File: src/rtl/hazard_pkg.sv
// rtl/hazard_pkg.sv - op-class and forward-select constants shared by the decoder and the hazard unit
package hazard_pkg;

  // Op class of an instruction, as produced by the control decoder
  typedef enum logic [1:0] {
    HAZ_NONE  = 2'b00,
    HAZ_ALU   = 2'b01,
    HAZ_LOAD  = 2'b10,
    HAZ_STORE = 2'b11
  } haz_op_t;

  // Operand source selects for the ID-stage operands
  localparam logic [1:0] FWD_RF      = 2'b00;
  localparam logic [1:0] FWD_EX_ALU  = 2'b01;
  localparam logic [1:0] FWD_MEM_ALU = 2'b10;
  localparam logic [1:0] FWD_MEM_LD  = 2'b11;

  // Only ALU ops and loads produce a register result worth forwarding
  function automatic logic is_writer(input haz_op_t op);
    return (op == HAZ_ALU) || (op == HAZ_LOAD);
  endfunction

endpackage

File: src/rtl/hazard_detect_unit_if.sv
// rtl/hazard_detect_unit_if.sv - ID-stage hazard class in, pipeline control out
interface hazard_detect_unit_if;

  logic       rs1use;
  logic       rs2use;
  logic [1:0] hazard_optype;
  logic [4:0] rs1_ID;
  logic [4:0] rs2_ID;
  logic [4:0] rd_ID;
  logic       branch_taken_ID;

  logic       PC_EN_IF;
  logic       reg_FD_EN;
  logic       reg_FD_flush;
  logic       reg_DE_flush;
  logic [1:0] forward_ctrl_A;
  logic [1:0] forward_ctrl_B;
  logic       forward_ctrl_ls;

  // Core side: presents the ID instruction, consumes the controls
  modport master (
    output rs1use, rs2use, hazard_optype, rs1_ID, rs2_ID, rd_ID, branch_taken_ID,
    input  PC_EN_IF, reg_FD_EN, reg_FD_flush, reg_DE_flush,
    input  forward_ctrl_A, forward_ctrl_B, forward_ctrl_ls
  );

  // Hazard unit side
  modport slave (
    input  rs1use, rs2use, hazard_optype, rs1_ID, rs2_ID, rd_ID, branch_taken_ID,
    output PC_EN_IF, reg_FD_EN, reg_FD_flush, reg_DE_flush,
    output forward_ctrl_A, forward_ctrl_B, forward_ctrl_ls
  );

endinterface

File: src/rtl/hazard_detect_unit_fwd_select.sv
// rtl/hazard_detect_unit_fwd_select.sv - forward source select for one ID operand
module fwd_select
  import hazard_pkg::*;
(
  input  logic [4:0] i_rs,
  input  logic       i_use,
  input  logic [4:0] i_ex_rd,
  input  haz_op_t    i_ex_op,
  input  logic [4:0] i_mem_rd,
  input  haz_op_t    i_mem_op,
  output logic [1:0] o_sel,
  output logic       o_ex_ld_match
);

  logic w_ex_match;
  logic w_mem_match;

  // x0 is never a dependency: it reads as zero regardless of any writer
  assign w_ex_match  = i_use & is_writer(i_ex_op)  & (i_ex_rd  == i_rs) & (i_rs != 5'd0);
  assign w_mem_match = i_use & is_writer(i_mem_op) & (i_mem_rd == i_rs) & (i_rs != 5'd0);

  // Load in EX has no data yet; the top turns this into a stall
  assign o_ex_ld_match = w_ex_match & (i_ex_op == HAZ_LOAD);

  // Youngest producer wins: EX ALU, then MEM ALU, then MEM load
  always_comb begin
    o_sel = FWD_RF;
    if (w_ex_match && (i_ex_op == HAZ_ALU)) begin
      o_sel = FWD_EX_ALU;
    end else if (w_mem_match && (i_mem_op == HAZ_ALU)) begin
      o_sel = FWD_MEM_ALU;
    end else if (w_mem_match && (i_mem_op == HAZ_LOAD)) begin
      o_sel = FWD_MEM_LD;
    end
  end

endmodule

File: src/rtl/hazard_detect_unit.sv
// rtl/hazard_detect_unit.sv - load-use stall, redirect flush and forwarding for the RV32I pipeline (option: HAZARD_PERF_EN)
module hazard_detect_unit
  import hazard_pkg::*;
(
  input logic                 clk,
  input logic                 rst_n,
  hazard_detect_unit_if.slave hif
`ifdef HAZARD_PERF_EN
  ,
  output logic [31:0]         stall_cnt,
  output logic [31:0]         flush_cnt
`endif
);

  haz_op_t    r_ex_op;
  haz_op_t    r_mem_op;
  logic [4:0] r_ex_rd;
  logic [4:0] r_mem_rd;

  haz_op_t    w_id_op;
  logic [1:0] w_sel_a;
  logic [1:0] w_sel_b;
  logic       w_ld_a;
  logic       w_ld_b;
  logic       w_is_store;
  logic       w_store_bypass;
  logic       w_stall;

  assign w_id_op = haz_op_t'(hif.hazard_optype);

  fwd_select u_fwd_a (
    .i_rs          (hif.rs1_ID),
    .i_use         (hif.rs1use),
    .i_ex_rd       (r_ex_rd),
    .i_ex_op       (r_ex_op),
    .i_mem_rd      (r_mem_rd),
    .i_mem_op      (r_mem_op),
    .o_sel         (w_sel_a),
    .o_ex_ld_match (w_ld_a)
  );

  fwd_select u_fwd_b (
    .i_rs          (hif.rs2_ID),
    .i_use         (hif.rs2use),
    .i_ex_rd       (r_ex_rd),
    .i_ex_op       (r_ex_op),
    .i_mem_rd      (r_mem_rd),
    .i_mem_op      (r_mem_op),
    .o_sel         (w_sel_b),
    .o_ex_ld_match (w_ld_b)
  );

  // A store only needs rs2 as write data, which the core can take from the
  // load's WB value one stage later, so rs2-only load dependency skips the stall
  assign w_is_store     = (w_id_op == HAZ_STORE);
  assign w_store_bypass = rst_n & w_is_store & w_ld_b & ~w_ld_a;
  assign w_stall        = rst_n & (w_ld_a | (w_ld_b & ~w_is_store));

  // Pipeline controls; rst_n gating keeps the redirect quiet while in reset
  always_comb begin
    hif.PC_EN_IF        = ~w_stall;
    hif.reg_FD_EN       = ~w_stall;
    hif.reg_DE_flush    = w_stall;
    hif.reg_FD_flush    = rst_n & hif.branch_taken_ID & ~w_stall;
    hif.forward_ctrl_A  = rst_n ? w_sel_a : FWD_RF;
    hif.forward_ctrl_B  = (rst_n && !w_store_bypass) ? w_sel_b : FWD_RF;
    hif.forward_ctrl_ls = w_store_bypass;
  end

  // Shadow of EX/MEM destinations; a stall pushes a bubble into EX
  always_ff @(posedge clk or negedge rst_n) begin
    if (!rst_n) begin
      r_ex_rd  <= 5'd0;
      r_ex_op  <= HAZ_NONE;
      r_mem_rd <= 5'd0;
      r_mem_op <= HAZ_NONE;
    end else begin
      r_mem_rd <= r_ex_rd;
      r_mem_op <= r_ex_op;
      if (w_stall) begin
        r_ex_rd <= 5'd0;
        r_ex_op <= HAZ_NONE;
      end else begin
        r_ex_rd <= hif.rd_ID;
        if ((hif.rd_ID == 5'd0) || w_is_store) begin
          r_ex_op <= HAZ_NONE;
        end else begin
          r_ex_op <= w_id_op;
        end
      end
    end
  end

`ifdef HAZARD_PERF_EN
  logic [31:0] r_stall_cnt;
  logic [31:0] r_flush_cnt;

  // Free-running event counters, wrapping at 2^32
  always_ff @(posedge clk or negedge rst_n) begin
    if (!rst_n) begin
      r_stall_cnt <= 32'd0;
      r_flush_cnt <= 32'd0;
    end else begin
      if (w_stall) begin
        r_stall_cnt <= r_stall_cnt + 32'd1;
      end
      if (hif.reg_FD_flush) begin
        r_flush_cnt <= r_flush_cnt + 32'd1;
      end
    end
  end

  assign stall_cnt = r_stall_cnt;
  assign flush_cnt = r_flush_cnt;
`endif

endmodule

File: src/flat_wrapper.sv
// flat-port wrapper written by rule: the top's interface ports become plain ports
module hazard_detect_unit_flat import hazard_pkg::*;
  (clk, rst_n, hif_rs1use, hif_rs2use, hif_hazard_optype, hif_rs1_ID, hif_rs2_ID, hif_rd_ID, hif_branch_taken_ID, hif_PC_EN_IF, hif_reg_FD_EN, hif_reg_FD_flush, hif_reg_DE_flush, hif_forward_ctrl_A, hif_forward_ctrl_B, hif_forward_ctrl_ls);
  hazard_detect_unit_if hif_i ();
  input logic clk;
  input logic rst_n;
  input wire logic [$bits(hif_i.rs1use)-1:0] hif_rs1use;
  input wire logic [$bits(hif_i.rs2use)-1:0] hif_rs2use;
  input wire logic [$bits(hif_i.hazard_optype)-1:0] hif_hazard_optype;
  input wire logic [$bits(hif_i.rs1_ID)-1:0] hif_rs1_ID;
  input wire logic [$bits(hif_i.rs2_ID)-1:0] hif_rs2_ID;
  input wire logic [$bits(hif_i.rd_ID)-1:0] hif_rd_ID;
  input wire logic [$bits(hif_i.branch_taken_ID)-1:0] hif_branch_taken_ID;
  output wire logic [$bits(hif_i.PC_EN_IF)-1:0] hif_PC_EN_IF;
  output wire logic [$bits(hif_i.reg_FD_EN)-1:0] hif_reg_FD_EN;
  output wire logic [$bits(hif_i.reg_FD_flush)-1:0] hif_reg_FD_flush;
  output wire logic [$bits(hif_i.reg_DE_flush)-1:0] hif_reg_DE_flush;
  output wire logic [$bits(hif_i.forward_ctrl_A)-1:0] hif_forward_ctrl_A;
  output wire logic [$bits(hif_i.forward_ctrl_B)-1:0] hif_forward_ctrl_B;
  output wire logic [$bits(hif_i.forward_ctrl_ls)-1:0] hif_forward_ctrl_ls;
  assign hif_i.rs1use = hif_rs1use;
  assign hif_i.rs2use = hif_rs2use;
  assign hif_i.hazard_optype = hif_hazard_optype;
  assign hif_i.rs1_ID = hif_rs1_ID;
  assign hif_i.rs2_ID = hif_rs2_ID;
  assign hif_i.rd_ID = hif_rd_ID;
  assign hif_i.branch_taken_ID = hif_branch_taken_ID;
  assign hif_PC_EN_IF = hif_i.PC_EN_IF;
  assign hif_reg_FD_EN = hif_i.reg_FD_EN;
  assign hif_reg_FD_flush = hif_i.reg_FD_flush;
  assign hif_reg_DE_flush = hif_i.reg_DE_flush;
  assign hif_forward_ctrl_A = hif_i.forward_ctrl_A;
  assign hif_forward_ctrl_B = hif_i.forward_ctrl_B;
  assign hif_forward_ctrl_ls = hif_i.forward_ctrl_ls;
  hazard_detect_unit u_core (.clk(clk), .rst_n(rst_n), .hif(hif_i));
endmodule
File: config.mk
export PLATFORM = sky130hd
export DESIGN_NAME = hazard_detect_unit_flat
export DESIGN_NICKNAME = d
export VERILOG_FILES = /design/src/rtl/hazard_pkg.sv /design/src/rtl/hazard_detect_unit_if.sv /design/src/rtl/hazard_detect_unit_fwd_select.sv /design/src/rtl/hazard_detect_unit.sv /design/src/flat_wrapper.sv
export SDC_FILE = /design/constraint.sdc
export NUM_CORES = 1
export LEC_CHECK = 0
export BUFFER_PORTS_ARGS = -buffer_cell sky130_fd_sc_hd__buf_2
export CORE_MARGIN = 4
export CORE_UTILIZATION = 50
export CTS_CLUSTER_SIZE = 24
export DETAILED_ROUTE_END_ITERATION = 8
export PLACE_DENSITY = 0.8
export SKIP_LAST_GASP = 1
export SYNTH_ARGS = -nofsm -noshare
export SYNTH_HDL_FRONTEND = slang
export SYNTH_SLANG_ARGS = --single-unit
File: constraint.sdc
create_clock -name clk -period 4.35 [get_ports clk]
set_clock_uncertainty 0.15 [all_clocks]
set_input_delay 0.6525 -clock clk [delete_from_list [all_inputs] [get_ports clk]]
set_output_delay 0.6525 -clock clk [all_outputs]
set_load 0.01 [all_outputs]
### Word-level counts from Yosys, hierarchy flattened

Index checks and enable logic that the tools add are counted.

* eq/ne operators: 9
* muxes and demuxes: 11
* bitwise gates (word level): 25
* reduce and logical (&&, ||, !) cells: 14

Operator list (count)
* bitwise AND 1 bit: 21
* equality test 5 bit: 4
* 2-to-1 mux 2 bit: 10
* nonzero test 5 bit: 2
* logical AND 1 bit: 7
* equality test 2 bit (second input constant): 3
* zero test 5 bit: 1
* 2-to-1 mux 5 bit: 1
* equality test 2 x 1 -> 1 bit (second input constant): 2
* logical OR 1 bit: 3
* NOT 1 bit: 3
* zero test 1 bit: 1
* OR 1 bit: 1

* register bits: 14
* output and inout port bits: 9
* word-level logic and storage cells: 63

### Longest topological paths before layout

* depth in word-level cells: 11
* mapped depth: 7
* mapped depth without buffers: 6

### Modules after synthesis

A second synthesis with hierarchy kept.

* cell total of the unflattened synthesis: 103
* area, all modules: 1027.2 µm²

Modules (own cells, without submodules)
* hazard_detect_unit: instances 1, cells each 35, area an instance 503.0 µm², seq. area each 350.3 µm²
* fwd_select at u_core.u_fwd_a: instances 1, cells each 36, area an instance 267.8 µm², seq. area each 0.0 µm²
* fwd_select at u_core.u_fwd_b: instances 1, cells each 32, area an instance 256.5 µm², seq. area each 0.0 µm²

### Worst setup path before layout

Ideal clock, no wire load.

* path kind: input port to output port
* start: input hif_rs1_ID[4]
* end: output hif_forward_ctrl_B[0]
* arrival: 1.955 ns
* setup slack: 1.593 ns
* stages on the path: 5
* path buffers: 0
* path through: or4_1 o21ai_2 nor4_2 nor3b_1 nor2_1

* longest elaborated chain between the ends: 9
* elaborated cells on any way between the ends: 10
* classes of those cells: 1 x eq/ne; 1 x mux; 5 x bitwise; 3 x reduce/logical

Ends and longest elaborated chain
* start: declaration: RTL line flat_wrapper.sv:10 `input wire logic [$bits(hif_i.rs1_ID)-1:0] hif_rs1_ID;`
* equality test 5 bit: RTL line hazard_detect_unit_fwd_select.sv:19 `assign w_ex_match = i_use & is_writer(i_ex_op) & (i_ex_rd == i_rs) & (i_rs != 5'd0);`
* bitwise AND 1 bit: RTL line hazard_detect_unit_fwd_select.sv:19
* bitwise AND 1 bit *: RTL line hazard_detect_unit_fwd_select.sv:19
* bitwise AND 1 bit *: RTL line hazard_detect_unit_fwd_select.sv:23 `assign o_ex_ld_match = w_ex_match & (i_ex_op == HAZ_LOAD);`
* NOT 1 bit *: RTL line hazard_detect_unit.sv:56 `assign w_store_bypass = rst_n & w_is_store & w_ld_b & ~w_ld_a;`
* bitwise AND 1 bit *: RTL line hazard_detect_unit.sv:56
* via hif_forward_ctrl_ls: RTL line flat_wrapper.sv:20 `output wire logic [$bits(hif_i.forward_ctrl_ls)-1:0] hif_forward_ctrl_ls;`
* zero test 1 bit *: RTL line hazard_detect_unit.sv:66 `hif.forward_ctrl_B = (rst_n && !w_store_bypass) ? w_sel_b : FWD_RF;`
* logical AND 1 bit *: RTL line hazard_detect_unit.sv:66
* 2-to-1 mux 2 bit *: RTL line hazard_detect_unit.sv:66
* end: declaration: RTL line flat_wrapper.sv:19 `output wire logic [$bits(hif_i.forward_ctrl_B)-1:0] hif_forward_ctrl_B;`

The timed path passes the listed nets; every way through them passes the cells marked *.

### Final worst setup path

* start: input hif_rs2_ID[0]
* end: output hif_reg_DE_flush

* longest elaborated chain between the ends: 7
* elaborated cells on any way between the ends: 8
* classes of those cells: 1 x eq/ne; 6 x bitwise; 1 x reduce/logical

Ends and longest elaborated chain
* start: declaration: RTL line flat_wrapper.sv:11 `input wire logic [$bits(hif_i.rs2_ID)-1:0] hif_rs2_ID;`
* equality test 5 bit: RTL line hazard_detect_unit_fwd_select.sv:19
* bitwise AND 1 bit: RTL line hazard_detect_unit_fwd_select.sv:19
* bitwise AND 1 bit *: RTL line hazard_detect_unit_fwd_select.sv:19
* bitwise AND 1 bit *: RTL line hazard_detect_unit_fwd_select.sv:23
* bitwise AND 1 bit *: RTL line hazard_detect_unit.sv:57 `assign w_stall = rst_n & (w_ld_a | (w_ld_b & ~w_is_store));`
* OR 1 bit *: RTL line hazard_detect_unit.sv:57
* bitwise AND 1 bit *: RTL line hazard_detect_unit.sv:57
* end: declaration: RTL line flat_wrapper.sv:17 `output wire logic [$bits(hif_i.reg_DE_flush)-1:0] hif_reg_DE_flush;`

Every way passes the cells marked *; elsewhere a longest branch is shown, timed or not.

==> reports/summary.txt <==
Critical Path Fanout Max: 8
Buf+Inv Stages, Crit Path: 2
largest net degree at the start of global routing: 20
CTS Root Cell: clkbuf_4
number of port buffers: 30
total grt overflow: 0
synth top area cells: dfrtp_1 (39%), xnor2_1 (16%), ha_1 (5.6%), a21boi_1 (4.2%), xor2_1 (3.9%)
Nets: 145
Mean Syn Cell Area: 10.36 um^2
drt via density: 5.197
RSZ-0062 raised after global routing: false
Max Cap Viol: 0
post-detail-place hpwl: 1502 um
commonest non-fill, non-tap cell in the layout: buf_2
minimum clock period: 2.902 ns
TNS Setup: 0 ns
1st-iter DRT viols: 8
Slew @ Worst Pin: 0.5961 ns
WP data required: 3.55 ns
CTS Buf Count: 3
CTS Hold Bufs: 0
Worst-path clk slew: 0.08 ns
Avg WL per Cell: 12.43 um
# diodes: 0
Antenna Violating Nets Remaining: 0
Mapped Area: 890.9 um^2
VDD IR-drop max: 0.0002203 V
crit-path most repeated cell: buf_2
synthesized instance count: 86
endpoints failing setup: 0
Worst Setup Start Kind: input pin
drt first pass iters: 4
Critical Path Stages: 7
Layout Cells excl Fill: 142
via count: 738
Final Hold Fails: 0
post-synthesis register bit count: 14
vias in the first global route: 749
cell family with most CP delay: simple AND/OR/NAND/NOR gates
outcome: finished, final reports clean
CORE AREA: 0.001594 mm^2
die area: 0.002521 mm^2
CP peak stage delay: 0.53 ns
register area: 350.3 um^2
first-pass GRT wire length: 3077 um
Yosys top cell by area: dfrtp_1
CP max-delay cell: or4_1
CTS resizes: 0
die height: 50.21 um
final RePlAce weighted congestion: 0.8832
initial antenna violation count: 0
post-synthesis sequential area ratio: 0.3933
hold crit path type: input pin to asynchronous set/reset pin
LEAKAGE: 0.4856 nW
CTS Buffer Depth: 2
Filler cells: 128
R2R cell count: 5
Slew headroom: 0.5993
DRC violations left: 0
kind of end point of the critical path: output pin
final max-slew violation count: 0
Initial Util: 0.5589
FMAX: 344.6 MHz
Core Rows: 14
TritonCTS sink count: 14
CP cell instances: buf_2, or4_1, o21ai_2, nor4_2, a21o_4, and2_1, buf_2
synthesis warning total: 0
GRT Overall Usage: 0.1586
final period utilization: 0.6671
Post-Route WL: 1765 um
pwr/cell area: 258.0 mW/mm^2
Area Overhead vs Synth: 23.03%
die width: 50.21 um
most frequent cells in the layout: buf_2 (30), xnor2_1 (16), dfrtp_1 (14)
Worst-Skew Late Latency: 0.27 ns
crit path DAT: 2.10 ns
Setup Fix Bufs, Post-CTS: 0
Net Count, Synth: 112
kind of critical path: input pin to output pin
CTS tree: done
Unique masters post-synth: 29
Multi-input gate area: 514.2 um^2
H-tree levels: 1
area share of the largest cell type after synthesis: 0.3933
placed cell count: 138
boundary pin count: 31
proportion of layout cells with a drive suffix above 1: 0.3305
[report_power, final]
part	switching, mW	internal (mW)
logic	0.0252	0.0261
clock network	0.0370	0.0508
registers	0.00679	0.137
total	0.0690	0.214
[area by class of cell]
cell class                      count  share of cell area
Multi-Input combinational cell     66              0.4692
Timing Repair Buffer               30              0.1370
Clock buffer                        4             0.03311
Sequential cell                    14              0.3196
Inverter                            4             0.01370
Tap cell                           24             0.02740
[Yosys cell counts, drive strengths merged]
master	count
and2	2
a32o	1
nor2	2
xor2	4
dfrtp	14
nor2b	1
buf	1
xnor2	16
or4	2
inv	4
nand3	1
a21oi	3
a21boi	5
nand4	4
nand2b	1
nor3b	1
o21ai	5
nor4	4
ha	4
a21o	1
o21bai	1
clkbuf	1
and4b	2
nand2	4
nor3	1
a32oi	1
[worst register-to-register path, stage by stage (launching register included)]
cell	delay (ns)
dfrtp_1	0.37
inv_1	0.06
ha_1	0.33
nor4_2	0.59
o21ai_1	0.17
and4b_1	0.21
[worst paths after layout]
path                                         from                 end  slack [ns]
worst min register to register  u_core.r_ex_op[0]  u_core.r_mem_op[0]        0.26
worst max register to register  u_core.r_ex_op[0]   u_core.r_ex_op[1]        2.37
worst min-delay path                        rst_n  u_core.r_mem_rd[0]        0.13
max in group asynchronous                   rst_n   u_core.r_ex_rd[3]        3.65
worst max-delay path                hif_rs2_ID[0]    hif_reg_DE_flush        1.45
min in group clk                u_core.r_ex_op[0]  u_core.r_mem_op[0]        0.26
[stage by stage]
step,area [um^2],utilization,hold slack (ns),setup slack [ns],power (mW)
floorplan,890.9,-,0.2069,1.593,0.1744
global placement,1060,0.6648,0.2424,1.481,0.1955
detailed placement,1060,0.6648,0.2443,1.456,0.1977
CTS,1096,0.6876,0.1313,1.448,0.2869
global route,1096,0.6876,0.1529,1.324,0.2987
finish,1096,0.6876,0.1343,1.448,0.2828
[per-layer routing]
metal / GRT usage / up-vias / wire [um]
met1: 0.2011 / 336 / 778
li1: - / 374 / -
met3: 0.02071 / 2 / 124
met5: 0 / - / 0
met4: 0.08756 / 0 / 19
met2: 0.2609 / 26 / 843
[kinds of logic (layout without fill, tap and decap cells)]
kind of cell    Yosys count  in the layout  synth area share
flops                    14             14            0.3933
buf+inv                   6             38           0.02949
simple gates             25             25            0.1826
compound gates           17             17            0.1419
fa+ha+maj                 4              4           0.05618
xor+xnor                 20             20            0.1966
[registers in the layout (all words and copies together), names as in the netlist]
register	flops
u_core.r_ex_rd	5
u_core.r_mem_rd	5
u_core.r_ex_op	2
u_core.r_mem_op	2
No activity file was read; power rests on OpenSTA's default activity.
